## src/rtl/cpu_eu_reg_bank.sv

```systemverilog
// Execution-unit register bank: DEPTH x WIDTH registers with per-address load,
// +/-STEP count (wrap or saturate), a registered count-event flag and two async read ports.
module cpu_eu_reg_bank #(
  parameter int unsigned WIDTH = 16,
  parameter int unsigned DEPTH = 8,
  parameter int unsigned AW    = 3,
  parameter int unsigned STEP  = 1,
  parameter int unsigned SAT   = 0
) (
  input  logic             clk,
  input  logic             reset,
  input  logic             ld,
  input  logic [AW-1:0]    ld_addr,
  input  logic [WIDTH-1:0] D_in,
  input  logic             cnt,
  input  logic             cnt_dn,
  input  logic [AW-1:0]    cnt_addr,
  input  logic [AW-1:0]    rd_addr_a,
  input  logic [AW-1:0]    rd_addr_b,
  output logic [WIDTH-1:0] D_out_a,
  output logic [WIDTH-1:0] D_out_b,
  output logic             zero_a,
  output logic             wrap
);

  localparam logic [WIDTH:0] StepExt = (WIDTH + 1)'(STEP);

  logic [WIDTH-1:0] regs_q [DEPTH];
  logic [WIDTH-1:0] regs_d [DEPTH];
  logic             wrap_q, wrap_d;

  logic [WIDTH-1:0] rd_a, rd_b, cnt_base, cnt_res;
  logic [WIDTH:0]   sum, diff;
  logic             cnt_hit, cnt_ovf;

  // Address decode; out-of-range addresses match no register, so they read 0 and never count.
  always_comb begin
    rd_a     = '0;
    rd_b     = '0;
    cnt_base = D_in;
    cnt_hit  = 1'b0;
    for (int unsigned r = 0; r < DEPTH; r++) begin
      if (rd_addr_a == AW'(r)) rd_a = regs_q[r];
      if (rd_addr_b == AW'(r)) rd_b = regs_q[r];
      if (cnt_addr == AW'(r)) begin
        cnt_hit = cnt;
        // A fused load+count on the same register counts from D_in.
        if (!(ld && ld_addr == cnt_addr)) cnt_base = regs_q[r];
      end
    end
  end

  always_comb begin
    sum  = {1'b0, cnt_base} + StepExt;
    diff = {1'b0, cnt_base} - StepExt;
    if (cnt_dn) begin
      cnt_ovf = diff[WIDTH];
      cnt_res = (SAT != 0 && cnt_ovf) ? '0 : diff[WIDTH-1:0];
    end else begin
      cnt_ovf = sum[WIDTH];
      cnt_res = (SAT != 0 && cnt_ovf) ? '1 : sum[WIDTH-1:0];
    end
  end

  always_comb begin
    regs_d = regs_q;
    for (int unsigned r = 0; r < DEPTH; r++) begin
      if (cnt_hit && cnt_addr == AW'(r)) begin
        regs_d[r] = cnt_res;
      end else if (ld && ld_addr == AW'(r)) begin
        regs_d[r] = D_in;
      end
    end
    wrap_d = cnt_hit & cnt_ovf;
  end

  always_ff @(posedge clk) begin
    if (reset) begin
      for (int unsigned r = 0; r < DEPTH; r++) regs_q[r] <= '0;
      wrap_q <= 1'b0;
    end else begin
      regs_q <= regs_d;
      wrap_q <= wrap_d;
    end
  end

  assign D_out_a = rd_a;
  assign D_out_b = rd_b;
  assign zero_a  = (rd_a == '0);
  assign wrap    = wrap_q;

endmodule

```

## config.mk

```make
export PLATFORM = sky130hd
export DESIGN_NAME = cpu_eu_reg_bank
export DESIGN_NICKNAME = d
export VERILOG_FILES = /design/src/rtl/cpu_eu_reg_bank.sv
export SDC_FILE = /design/constraint.sdc
export NUM_CORES = 1
export LEC_CHECK = 0
export ABC_CLOCK_PERIOD_IN_PS = 5300
export CAP_MARGIN = 20
export CORE_MARGIN = 8
export CORE_UTILIZATION = 40
export DETAILED_ROUTE_END_ITERATION = 6
export PLACE_DENSITY = 0.55
export SKIP_CTS_REPAIR_TIMING = 1
export SLEW_MARGIN = 20
export SYNTH_ARGS = -nofsm -noshare
export SYNTH_HDL_FRONTEND = slang
export SYNTH_SLANG_ARGS = --single-unit
```

## constraint.sdc

```tcl
create_clock -name clk -period 5.3 [get_ports clk]
set_input_delay 1.06 -clock clk [delete_from_list [all_inputs] [get_ports clk]]
set_output_delay 1.06 -clock clk [all_outputs]
set_load 0.005 [all_outputs]
```

; Yosys cells after proc, flatten, opt, wreduce, memory -nomap -nowiden
; Index checks and enable logic that the tools add are counted.
[classes]
n_reduce_logical = 30
n_lt_le_gt_ge = 0
n_eq_ne = 29
n_mux = 58
multipliers = 0
addsub = 2
n_div = 0
shifts = 0
bitwise = 1
[op_table]
columns = op, n
row1 = 2-to-1 mux 16 bit, 49
row2 = == test 3 bit (second input constant), 16
row3 = == test 3 x 2 -> 1 bit (second input constant), 8
row4 = adder 16 x 1 -> 17 bit (second input constant), 1
row5 = logical AND 1 bit, 17
row6 = subtractor 16 x 1 -> 17 bit (second input constant), 1
row7 = logical NOT 16 bit, 1
row8 = nonzero test 2 bit, 8
row9 = == test 3 x 1 -> 1 bit (second input constant), 4
row10 = logical NOT 3 bit, 4
row11 = 2-to-1 mux 1 bit, 9
row12 = == test 3 bit, 1
row13 = AND 1 bit, 1
[word_totals]
ff_bits = 129
latch_bits = 0
in_bits = 33
output_inout_bits = 34
mem_bits_rw = 0
romBits = 0
memories = 0

; Longest topological paths before layout
; Gate-level depths: netlist (run 1).
[depth]
depth_word = 21
depth_mapped = 16
depth_no_buf = 12

; Least setup slack after synthesis (run 1)
; Ideal clock, no wire load.
[synth_path]
path_type = in2reg
start = input port cnt_addr[1]
end = register regs_q[110] (netlist bit)
path_stages = 14
slack_ps = 809
path_buffers = 4
t_arrival_ps = 4405
path_cell_list = buf_6 > buf_4 > or2_2 > buf_2 > a41oi_1 > o221ai_1 > a2bb2oi_1 > clkbuf_1 > ha_1 > inv_1 > or4b_1 > o32ai_1 > mux2_2 > a211oi_1
[synth_via]
elab_chain_cells = 21
elab_cells_between_ends = 40
cone_classes = add/sub: 2 / eq/ne: 8 / mux: 26 / reduce/logical: 4
[synth_lines]
columns = element, line_no
row1 = "start, declared", 17  ; input logic [AW-1:0] cnt_addr,
row2 = == test 3 bit, 48  ; if (!(ld && ld_addr == cnt_addr)) cnt_base = regs_q[r];
row3 = logical AND 1 bit, 48
row4 = 2-to-1 mux 16 bit, 48
row5 = 2-to-1 mux 16 bit, 45  ; if (cnt_addr == AW'(r)) begin
row6 = 2-to-1 mux 16 bit, 48
row7 = 2-to-1 mux 16 bit, 45
row8 = 2-to-1 mux 16 bit, 48
row9 = 2-to-1 mux 16 bit, 45
row10 = (+5 left out), n/a
row11 = 2-to-1 mux 16 bit, 45
row12 = 2-to-1 mux 16 bit, 48
row13 = 2-to-1 mux 16 bit, 45
row14 = 2-to-1 mux 16 bit, 48
row15 = 2-to-1 mux 16 bit, 45
row16 = adder 16 x 1 -> 17 bit or subtractor 16 x 1 -> 17 bit (tied branches), "54, 55"
row17 = 2-to-1 mux 16 bit, 56  ; if (cnt_dn) begin
row18 = 2-to-1 mux 16 bit, 68  ; if (cnt_hit && cnt_addr == AW'(r)) begin
row19 = "end signal, assigned", 82  ; regs_q <= regs_d;
row20 = "end, declared", 28  ; logic [WIDTH-1:0] regs_q [DEPTH];
; Parallel ways exist; a longest one is shown, timed or not.
; A chain may end at the register's enable or synchronous reset.

; Worst setup path in the final report (run 1)
[layout_path]
start = input port rd_addr_a[0]
end = output port zero_a
[layout_via]
elab_chain_cells = 10
elab_cells_between_ends = 17
cone_classes = eq/ne: 7 / mux: 8 / reduce/logical: 2
[layout_lines]
columns = element, line_no
row1 = "start, declared", 18  ; input logic [AW-1:0] rd_addr_a,
row2 = logical NOT 3 bit, 43  ; if (rd_addr_a == AW'(r)) rd_a = regs_q[r];
row3 = 2-to-1 mux 16 bit (7 in series), 43
row4 = 2-to-1 mux 16 bit (*), 43
row5 = logical NOT 16 bit (*), 89  ; assign zero_a = (rd_a == '0);
row6 = "end, declared", 22  ; output logic zero_a,
; Mark *: on every way between the ends. The rest lies on a longest branch, timed or not.

==> metrics, run 1 <==
worst rel slew slack=28.0%; global-route usage over all layers=28.2%; Yosys reg bits=129; final hold vios=0; worst-path maximum fanout=18; worst hold path depth=2; skew final=0.00798 ns; I/O Pins=67; LEAKAGE=4.59 nW; post-synthesis async set-or-reset flop share=0%; critical path cell sequence=buf_2 > buf_4 > clkinv_1 > nor2_1 > a22oi_1 > o221ai_1 > buf_4 > nor4_1 > nand2_1 > nor2_1 > clkdlybuf4s50_1; mapped cell area=10400 sq um; num rows=59; nets@finish=1414; Worst-path clk slew=0.06 ns; Multi-input gate area=7220 sq um; Layout fillers=2539; Starting Density=40.4%; Cell Pwr Density=262 nW/um^2; die area=31400 sq um; DRC=0; leading post-synthesis cells by cell area=dfxtp_1 25%, a211oi_1 10%, mux2i_1 9.0%; r2r endpoint=regs_q[110]$_SDFFE_PP0P_; CP startpoint=rd_addr_a[0]; share of layout cells above drive strength 1=16.1%; compound-gate portion of the synthesized area=30.2%; largest family of logic cells by synthesized area=compound AO/OA/AOI/OAI gates; Total Wirelength=45100 microns; Area growth syn-to-layout=17.7%; count of final max-slew check failures=0; WL per Instance=26.1 microns; Post-synth EDFFs=0; Comb power frac=25.5%; clk_lat worst skew=0.42 ns; Startpoint Class=input port; Detail Route Antenna Nets=0; initial antenna violation count=0; min-delay src=regs_q[20]$_SDFFE_PP0P_; RSZ-0062 raised after global routing=false; Inserted Clock Buffers=17; Clock Sinks=129; total gr overflow=0; first-pass GRT wire length=67200 microns; switching power=1.04 mW; Netlist cell types=75; hold crit path type=flip-flop to flip-flop; # diodes=0; minimum clock period=4.93 ns; Final Setup Violations=0; Adder-Cell Fraction of Synth Area=0.241%; total power=3.20 mW; CTS tree=done; synthesized area per cell=7.76 sq um; CP endpoint kind=output port; Net Count, Synth=1376; Max-cap violations=0; largest net degree at the start of global routing=69; post-synthesis xor/xnor area fraction=1.56%; fmax=203 MHz; Reg area=2580 sq um; DRT Pass-1 Iters=6; setup_tns=0 ns; Worst VDD drop=0.163 mV; Hold EP=regs_q[20]$_SDFFE_PP0P_; root buf cell=clkbuf_16; WS Path Type=input port to output port; Synth area leader=dfxtp_1; WP data required=4.24 ns; post-DP HPWL=31400 microns; Pint=2.16 mW; Tcrit/Tclk final=93.0%; port bufs=66; Die Y=177 microns; Placer Congestion=0.998; core outline area=25800 sq um; Slowest cell on crit path=nor2_1; mux cell area share after synthesis=17.7%; Yosys top cell area share=24.8%; reg2reg path depth=10; DRT iter0 DRCs=1411; Avg Vias per Cell=6.47; Net Sw Frac=32.6%; clock share of power=40.7%; sequential share of power=33.7%; Synth Area in Simple Gates=19.3%; Vias=11200; r2r setup slk=1.66 ns; Ys Warns=0; outcome=finished, final reports clean; clock buffer depth=2; WP data arrival=3.87 ns; vias in the first global route=10400; Crit Reg-Reg Startpoint=regs_q[81]$_SDFFE_PP0P_; Syn Inst Count=1341; commonest register cell after synthesis=dfxtp_1; Critical Path Max Stage Delay=0.55 ns; chip width=177 microns; H-tree Lvls=4; post-synthesis sequential area ratio=24.8%; Slew @ Worst Pin=1.08 ns
cells by family after synthesis:
| kind of cell | Yosys count |
|---|---|
| flip-flops | 129 |
| AND/OR/NAND/NOR | 410 |
| adder cells (fa/ha/maj) | 2 |
| multiplexers | 166 |
| buffers and inverters | 156 |
| AO/OA/AOI/OAI | 462 |
| XOR/XNOR | 16 |
final cells by class:
cell class	count	area share, %
multi-input combinational	1056	59.0
tap	335	3.42
clock buffer	20	3.73
inverter	21	0.644
sequential	129	21.1
timing repair buffer	154	10.7
clock inverter	12	1.47
placed cells by master, fill, tap and decap left out, types with 5 or more instances in the layout:
| cell | netlist | layout |
|---|---|---|
| nand4b_1 | 5 | 5 |
| mux2i_1 | 94 | 94 |
| a221oi_1 | 10 | 10 |
| buf_4 | 8 | 87 |
| a211oi_1 | 140 | 140 |
| clkdlybuf4s50_1 | 0 | 57 |
| nor4_1 | 9 | 9 |
| nor2b_1 | 60 | 60 |
| nand2b_1 | 17 | 17 |
| a32oi_1 | 6 | 6 |
| buf_2 | 20 | 8 |
| xor2_1 | 6 | 6 |
| mux4_2 | 8 | 8 |
| nor2_1 | 158 | 151 |
| and3_1 | 5 | 5 |
| clkbuf_16 | 0 | 17 |
| a311oi_1 | 8 | 8 |
| a2bb2oi_1 | 7 | 7 |
| a22oi_1 | 15 | 15 |
| mux2_2 | 64 | 64 |
| dfxtp_1 | 129 | 129 |
| o22ai_1 | 9 | 9 |
| nor3_1 | 7 | 5 |
| xnor2_1 | 7 | 7 |
| o21ai_0 | 85 | 85 |
| nor3b_1 | 10 | 8 |
| nand2_1 | 94 | 94 |
| o32ai_1 | 7 | 7 |
| a21oi_1 | 99 | 99 |
| nand3_1 | 9 | 9 |
| nor2_2 | 0 | 5 |
| a22o_1 | 10 | 10 |
| inv_1 | 19 | 19 |
| o211ai_1 | 11 | 11 |
| o221ai_1 | 23 | 23 |
sequential cells by signal (all words and copies together) (netlist names):
name    flops
regs_q    128
wrap        1
critical path, delay by kind of cell:
family / cells / cell delay (ns)
compound gates: 2 / 0.41
buf+inv: 5 / 1.47
simple gates: 4 / 0.90
Yosys cell counts (4+ instances only):
library cell and count:
nand2b_1 17, xor2_1 6, mux2i_1 94, clkbuf_1 90, a32oi_1 6, o32ai_1 7
nand3b_1 4, nor3b_1 10, buf_2 20, dfxtp_1 129, nor2b_1 60, buf_4 8
a2bb2oi_1 7, buf_1 16, o211ai_1 11, a211oi_1 140, o21ai_0 85, o221ai_1 23
mux2_2 64, and2_1 4, nor4b_1 4, a21oi_1 99, nor3_1 7, nor2_1 158
a22oi_1 15, a221o_1 4, and3_1 5, a221oi_1 10, a311oi_1 8, mux4_2 8
nor4_1 9, nand4b_1 5, a22o_1 10, nand2_1 94, o22ai_1 9, a31oi_1 4
nand3_1 9, xnor2_1 7, and4b_1 4, inv_1 19
through the flow:
stage	worst slack (ns)	std cells	hold WS [ns]	util [%]	instance area [sq um]
2_1_floorplan	0.809	1341	0.541	-	10400
3_3_place_gp	0.244	1695	0.568	45.0	11600
3_5_place_dp	0.175	1695	0.579	45.0	11600
4_1_cts	0.504	1727	0.594	47.5	12200
5_1_grt	0.282	1727	0.635	47.5	12200
6_report	0.373	1727	0.593	47.5	12200
worst max-delay path by stage:
stage | cells after the start | end | slack, ns
after floorplan | 14 | regs_q[110]$_SDFFE_PP0P_ | 0.81
after global placement | 10 | regs_q[126]$_SDFFE_PP0P_ | 0.24
after detailed placement | 12 | regs_q[127]$_SDFFE_PP0P_ | 0.17
after CTS | 11 | zero_a | 0.50
after global routing | 11 | zero_a | 0.28
final | 11 | zero_a | 0.37
routing by layer:
metal	vias to the layer above	GRT usage (%)	routed length, microns
li1	5120	-	-
met1	5373	38.7	19700
met2	586	42.7	19600
met3	94	4.69	3930
met4	0	12.7	1860
met5	-	0	0
power by group through the flow:
stage / registers (mW) / clock network [mW] / logic (mW)
6_report: 1.08 / 1.31 / 0.818
5_1_grt: 1.08 / 1.37 / 0.873
4_1_cts: 1.08 / 1.32 / 0.803
3_5_place_dp: 1.10 / 0 / 0.798
3_3_place_gp: 1.10 / 0 / 0.794
2_1_floorplan: 1.07 / 0 / 0.500
Power figures use the tool's default switching activity.
==> inputs of run 2 (changes only) <==
--- a/config.mk
+++ b/config.mk
@@ -10,6 +10,7 @@
 export CORE_MARGIN = 8
 export CORE_UTILIZATION = 40
 export DETAILED_ROUTE_END_ITERATION = 6
+export HOLD_SLACK_MARGIN = 0.03
 export PLACE_DENSITY = 0.55
 export SKIP_CTS_REPAIR_TIMING = 1
 export SLEW_MARGIN = 20
==> results of run 2 <==
The final DEF is identical to that of run 1; final timing and power are the same.
